**config.mk**
```make
export PLATFORM = sky130hd
export DESIGN_NAME = shift_loader
export DESIGN_NICKNAME = d
export VERILOG_FILES = /design/src/rtl/shift_loader_pkg.sv /design/src/rtl/shift_loader_shift_rotate_model.sv /design/src/rtl/shift_loader.sv
export SDC_FILE = /design/constraint.sdc
export NUM_CORES = 1
export LEC_CHECK = 0
export CORE_MARGIN = 1
export CORE_UTILIZATION = 41
export CTS_CLUSTER_DIAMETER = 40
export DETAILED_ROUTE_END_ITERATION = 12
export GPL_TIMING_DRIVEN = 1
export PLACE_DENSITY = 0.7
export SLEW_MARGIN = 20
export SYNTH_ARGS = -nofsm -noshare
export SYNTH_HDL_FRONTEND = slang
export SYNTH_SLANG_ARGS = --single-unit
export TNS_END_PERCENT = 50
```
**constraint.sdc**
```tcl
create_clock -name CLK -period 2.51 [get_ports CLK]
set_input_delay 0.502 -clock CLK [delete_from_list [all_inputs] [get_ports CLK]]
set_output_delay 0.502 -clock CLK [all_outputs]
set_load 0.01 [all_outputs]
```
**src/rtl/shift_loader_pkg.sv**
```systemverilog
// Shared types and defaults for the shift_loader sequencer and its mirror model.
package shift_loader_pkg;

   typedef enum logic [1:0] {
      IDLE   = 2'd0,
      SHIFT  = 2'd1,
      ROTATE = 2'd2
   } state_t;

   localparam int DEF_WIDTH      = 4;
   localparam int DEF_ROT_CYCLES = 8;

   // Counter width for holding values up to n-1, never narrower than one bit.
   function automatic int cnt_width(input int n);
      int w;
      w = $clog2(n);
      return (w < 1) ? 1 : w;
   endfunction

endpackage

```
**src/rtl/shift_loader_shift_rotate_model.sv**
```systemverilog
// Cycle-accurate model of the downstream 4-bit shift/rotate register.
// Shifts In when Sr_En is high, otherwise performs a Johnson rotate.
module shift_rotate_model
   import shift_loader_pkg::*;
#(
   parameter int WIDTH = DEF_WIDTH
) (
   input  logic             CLK,
   input  logic             CLR,
   input  logic             Sr_En,
   input  logic             In,
   output logic [WIDTH-1:0] q
);

   logic [WIDTH-1:0] q_reg;
   logic             feed;

   assign feed = Sr_En ? In : ~q_reg[WIDTH-1];
   assign q    = q_reg;

   // Register contents: cleared on reset, otherwise shift the feed bit in at the LSB.
   always_ff @(posedge CLK) begin
      if (!CLR) begin
         q_reg <= '0;
      end else begin
         q_reg <= (q_reg << 1) | WIDTH'(feed);
      end
   end

endmodule

```
**src/rtl/shift_loader.sv**
```systemverilog
// Loads a parallel word MSB-first into the downstream shift/rotate register,
// lets it rotate for ROT_CYCLES cycles, then pulses Done. Mirror tracks the
// downstream register contents edge by edge.
module shift_loader
   import shift_loader_pkg::*;
#(
   parameter int WIDTH      = DEF_WIDTH,
   parameter int ROT_CYCLES = DEF_ROT_CYCLES
) (
   input  logic             CLK,
   input  logic             CLR,
   input  logic [WIDTH-1:0] Data,
   input  logic             Valid,
   input  logic             Abort,
   output logic             Ready,
   output logic             Sr_En,
   output logic             In,
   output logic             Busy,
   output logic             Done,
   output logic [WIDTH-1:0] Mirror
);

   localparam int BW = cnt_width(WIDTH);
   localparam int RW = cnt_width(ROT_CYCLES + 1);
   localparam logic [BW-1:0] BIT_LAST = BW'(WIDTH - 1);
   // Rotate counter counts down from ROT_CYCLES to 1 so it never needs ROT_CYCLES-1.
   localparam logic [RW-1:0] ROT_LOAD = RW'(ROT_CYCLES);
   localparam logic [RW-1:0] ROT_LAST = RW'(1);

   state_t           state_reg, state_next;
   logic [WIDTH-1:0] word_reg, word_next;
   logic [BW-1:0]    bit_cnt_reg, bit_cnt_next;
   logic [RW-1:0]    rot_cnt_reg, rot_cnt_next;
   logic             sr_en_reg, sr_en_next;
   logic             in_reg, in_next;
   logic             done_reg, done_next;
   logic             accept;
   logic [WIDTH-1:0] word_shifted;

   // Abort outranks Valid; Ready depends on state alone.
   assign accept       = Valid && (state_reg == IDLE) && !Abort;
   // The latched word is shifted left each cycle so its MSB is always the next bit out.
   assign word_shifted = word_reg << 1;

   assign Ready = (state_reg == IDLE);
   assign Busy  = (state_reg != IDLE);
   assign Sr_En = sr_en_reg;
   assign In    = in_reg;
   assign Done  = done_reg;

   // State and registered-output update.
   always_ff @(posedge CLK) begin
      if (!CLR) begin
         state_reg   <= IDLE;
         word_reg    <= '0;
         bit_cnt_reg <= '0;
         rot_cnt_reg <= '0;
         sr_en_reg   <= 1'b0;
         in_reg      <= 1'b0;
         done_reg    <= 1'b0;
      end else begin
         state_reg   <= state_next;
         word_reg    <= word_next;
         bit_cnt_reg <= bit_cnt_next;
         rot_cnt_reg <= rot_cnt_next;
         sr_en_reg   <= sr_en_next;
         in_reg      <= in_next;
         done_reg    <= done_next;
      end
   end

   // Next-state and next-output logic; Sr_En/In/Done fall back to 0 unless set.
   always_comb begin
      state_next   = state_reg;
      word_next    = word_reg;
      bit_cnt_next = bit_cnt_reg;
      rot_cnt_next = rot_cnt_reg;
      sr_en_next   = 1'b0;
      in_next      = 1'b0;
      done_next    = 1'b0;
      case (state_reg)
         IDLE: begin
            if (accept) begin
               word_next    = Data;
               bit_cnt_next = '0;
               state_next   = SHIFT;
               sr_en_next   = 1'b1;
               in_next      = Data[WIDTH-1];
            end
         end
         SHIFT: begin
            if (Abort) begin
               state_next   = IDLE;
               word_next    = '0;
               bit_cnt_next = '0;
            end else if (bit_cnt_reg == BIT_LAST) begin
               bit_cnt_next = '0;
               word_next    = '0;
               if (ROT_CYCLES > 0) begin
                  state_next   = ROTATE;
                  rot_cnt_next = ROT_LOAD;
               end else begin
                  state_next = IDLE;
                  done_next  = 1'b1;
               end
            end else begin
               bit_cnt_next = bit_cnt_reg + BW'(1);
               word_next    = word_shifted;
               sr_en_next   = 1'b1;
               in_next      = word_shifted[WIDTH-1];
            end
         end
         ROTATE: begin
            if (Abort) begin
               state_next   = IDLE;
               rot_cnt_next = '0;
            end else if (rot_cnt_reg == ROT_LAST) begin
               state_next   = IDLE;
               rot_cnt_next = '0;
               done_next    = 1'b1;
            end else begin
               rot_cnt_next = rot_cnt_reg - RW'(1);
            end
         end
         default: begin
            state_next = IDLE;
         end
      endcase
   end

   shift_rotate_model #(
      .WIDTH(WIDTH)
   ) u_model (
      .CLK  (CLK),
      .CLR  (CLR),
      .Sr_En(sr_en_reg),
      .In   (in_reg),
      .q    (Mirror)
   );

endmodule
```
==> run_results.csv <==
group,metric,value,unit
cts,cts_tree,"built",
logic_synthesis,synth_top_cell_area_share,0.490,
grt,grt_pass1_vias,571,
floorplan,die_area,0.00197,sq mm
routing,drc_errors,0,
routing,wirelength,1310,microns
critical_path,cp-end-kind,"output pin",
power,power.density,550,mW/mm^2
critical_path,critPathArrivalTime,1580,ps
floorplan,die_y,44.4,microns
logic_synthesis,ys_seq_elements,18,
placed_design,gp_congestion,0.777,
timing,timing.setup.tns,0,ps
logic_synthesis,ys_types,22,
logic_synthesis,syn_inst,84,
timing,finalHoldViolCount,0,
job,cap_violations,0,
logic_synthesis,yosysTopAreaCell,"dfxtp_1",
routing,drtIter0Drc,8,
cts,ctsHoldBuffers,0,
logic_synthesis,ys_seq_area_frac,0.490,
floorplan,ios,17,
critical_path,crit_type,"flop to output pin",
cts,htreeDepth,1,
logic_synthesis,syn_nets,95,
hold_path,hp-class,"flop to flop",
routing,via_per_inst,4.88,
power,p_leak,0.384,nW
grt,grt_max_degree,11,
logic_synthesis,synth_warnings,0,
logic_synthesis,syn_avg_cell_area,8.76,sq um
cts,root_buffer,"clkbuf_4",
routing,dr_total_vias,625,
layout,diodes,0,
grt,grt.total_usage,0.173,
timing,tightest_slew,415,ps
cts,clockBufferDepth,2,
layout,drive_gt1_frac,0.0673,
cts,numCtsBuffers,3,
timing,period_share,0.828,
routing,firstDrtPassIters,2,
floorplan,start_util,0.462,
cts,cts-resized-gates,0,
layout,fin_nets,116,
floorplan,die_w,44.4,microns
cts,clock-sinks,18,
grt,grt_pass1_wl,2400,microns
routing,postRouteAntennaNets,0,
timing,finClkSkew,1.17,ps
grt,grt-ovfl-total,0,
cts,postCtsSetupBuffers,0,
timing,layout_min_cycle_time,2080,ps
floorplan,floorplan.core_area,0.00159,sq mm
cts,worst_setup_hold_path_clk_slew,100,ps
timing,rsz0062_at_grt,"no",
timing,hold_slack,470,ps
timing,max_freq,0.481,GHz
layout,nFillCells,141,
critical_path,start_kind,"flop",
logic_synthesis,netlist_area,736,sq um
run_status,outcome,"finished, final reports clean",
timing,relSlewSlack,0.723,
critical_path,crit_required,2010,ps
timing,finalSetupViolCount,0,
placed_design,hpwlAfterDp,1030,microns
logic_synthesis,synth_area_leaders,"dfxtp_1 (49%), nor2_1 (9.2%), ha_1 (5.1%)",
placed_design,portBuffers,16,
floorplan,rows,14,
critical_path,path_max_fanout,8,
routing,routedWlPerCell,10.3,microns
timing,maxSlewViolCount,0,
layout,areaGrowthSynthToFinish,30.8,%
power,ir_worst_vdd,0.346,mV
grt,antenna_found_initial,0,
cts,clk_latency,280,ps
layout make-up:
| class | instances | area (sq um) | share of cell area |
|---|---|---|---|
| Inverter | 5 | 18.8 | 0.0195 |
| Clock buffer | 4 | 36.3 | 0.0377 |
| Tap cell | 24 | 30.0 | 0.0312 |
| Sequential cell | 18 | 360 | 0.375 |
| Multi-Input combinational cell | 61 | 357 | 0.371 |
| Timing Repair Buffer | 16 | 160 | 0.166 |
cells by family (layout without fill, tap and decap cells):
group	count (synthesis)	after routing	share of synthesized area
adder cells (fa/ha/maj)	3	3	0.0510
buffers and inverters	5	25	0.0255
multiplexers	2	2	0.0272
AND/OR/NAND/NOR	39	39	0.267
flip-flops	18	18	0.490
AO/OA/AOI/OAI	17	17	0.139
per-layer routing:
metal | GRT usage | share of wire
met5 | 0 | 0
met4 | 0.127 | 0.014
met3 | 0.0490 | 0.028
met2 | 0.262 | 0.47
met1 | 0.209 | 0.49
where the power goes:
part | switching, mW | total [mW] | internal (mW)
logic | 0.0238 | 0.0549 | 0.0311
clock network | 0.0854 | 0.174 | 0.0883
registers | 0.00557 | 0.301 | 0.296
layout by cell type, fill, tap and decap left out, types with 4 or more instances in the layout:
cell / netlist / final
dfxtp_1: 18 / 18
a21oi_1: 7 / 7
clkdlybuf4s50_1: 0 / 16
o21ai_0: 4 / 4
nor2_1: 18 / 18
nand2_1: 4 / 4
inv_1: 4 / 4
critical path, stage by stage (launching register included):
cell and delay, ps:
dfxtp_1 370, or2_2 340, inv_1 60, clkdlybuf4s50_1 520
cells in the mapped netlist:
library cell,number
and3_1,1
and2_1,3
nor2b_1,1
a21o_1,1
dfxtp_1,18
nor2_1,18
o21ai_0,4
nand2_1,4
or3b_1,1
nor3_1,3
inv_1,4
ha_1,3
a221oi_1,2
and2b_2,2
mux2i_1,2
clkinv_1,1
nand2b_1,3
a22oi_1,3
a21oi_1,7
nand4b_1,1
nor3b_1,1
or2_2,1
metrics by stage:
| stage | std cells | worst slack (ps) | util | instance area (sq um) | total power [mW] |
|---|---|---|---|---|---|
| final | 128 | 431 | 0.604 | 962 | 0.530 |
| after global routing | 128 | 345 | 0.604 | 962 | 0.564 |
| after CTS | 128 | 409 | 0.604 | 962 | 0.539 |
| after detailed placement | 124 | 513 | 0.581 | 926 | 0.363 |
| after global placement | 124 | 580 | 0.581 | 926 | 0.362 |
| after floorplan | 84 | 1200 | - | 736 | 0.332 |
path summary, 6_finish.rpt:
check / from / end / slack (ps) / cells past startpoint
max: state_reg[1] / Ready / 430 / 3
min: u_model.q[1] / u_model.q[2] / 470 / 1
max reg2reg: state_reg[0] / rot_cnt_reg[2] / 1120 / 4
min reg2reg: u_model.q[1] / u_model.q[2] / 470 / 1
(Power assumes the default switching activity.)
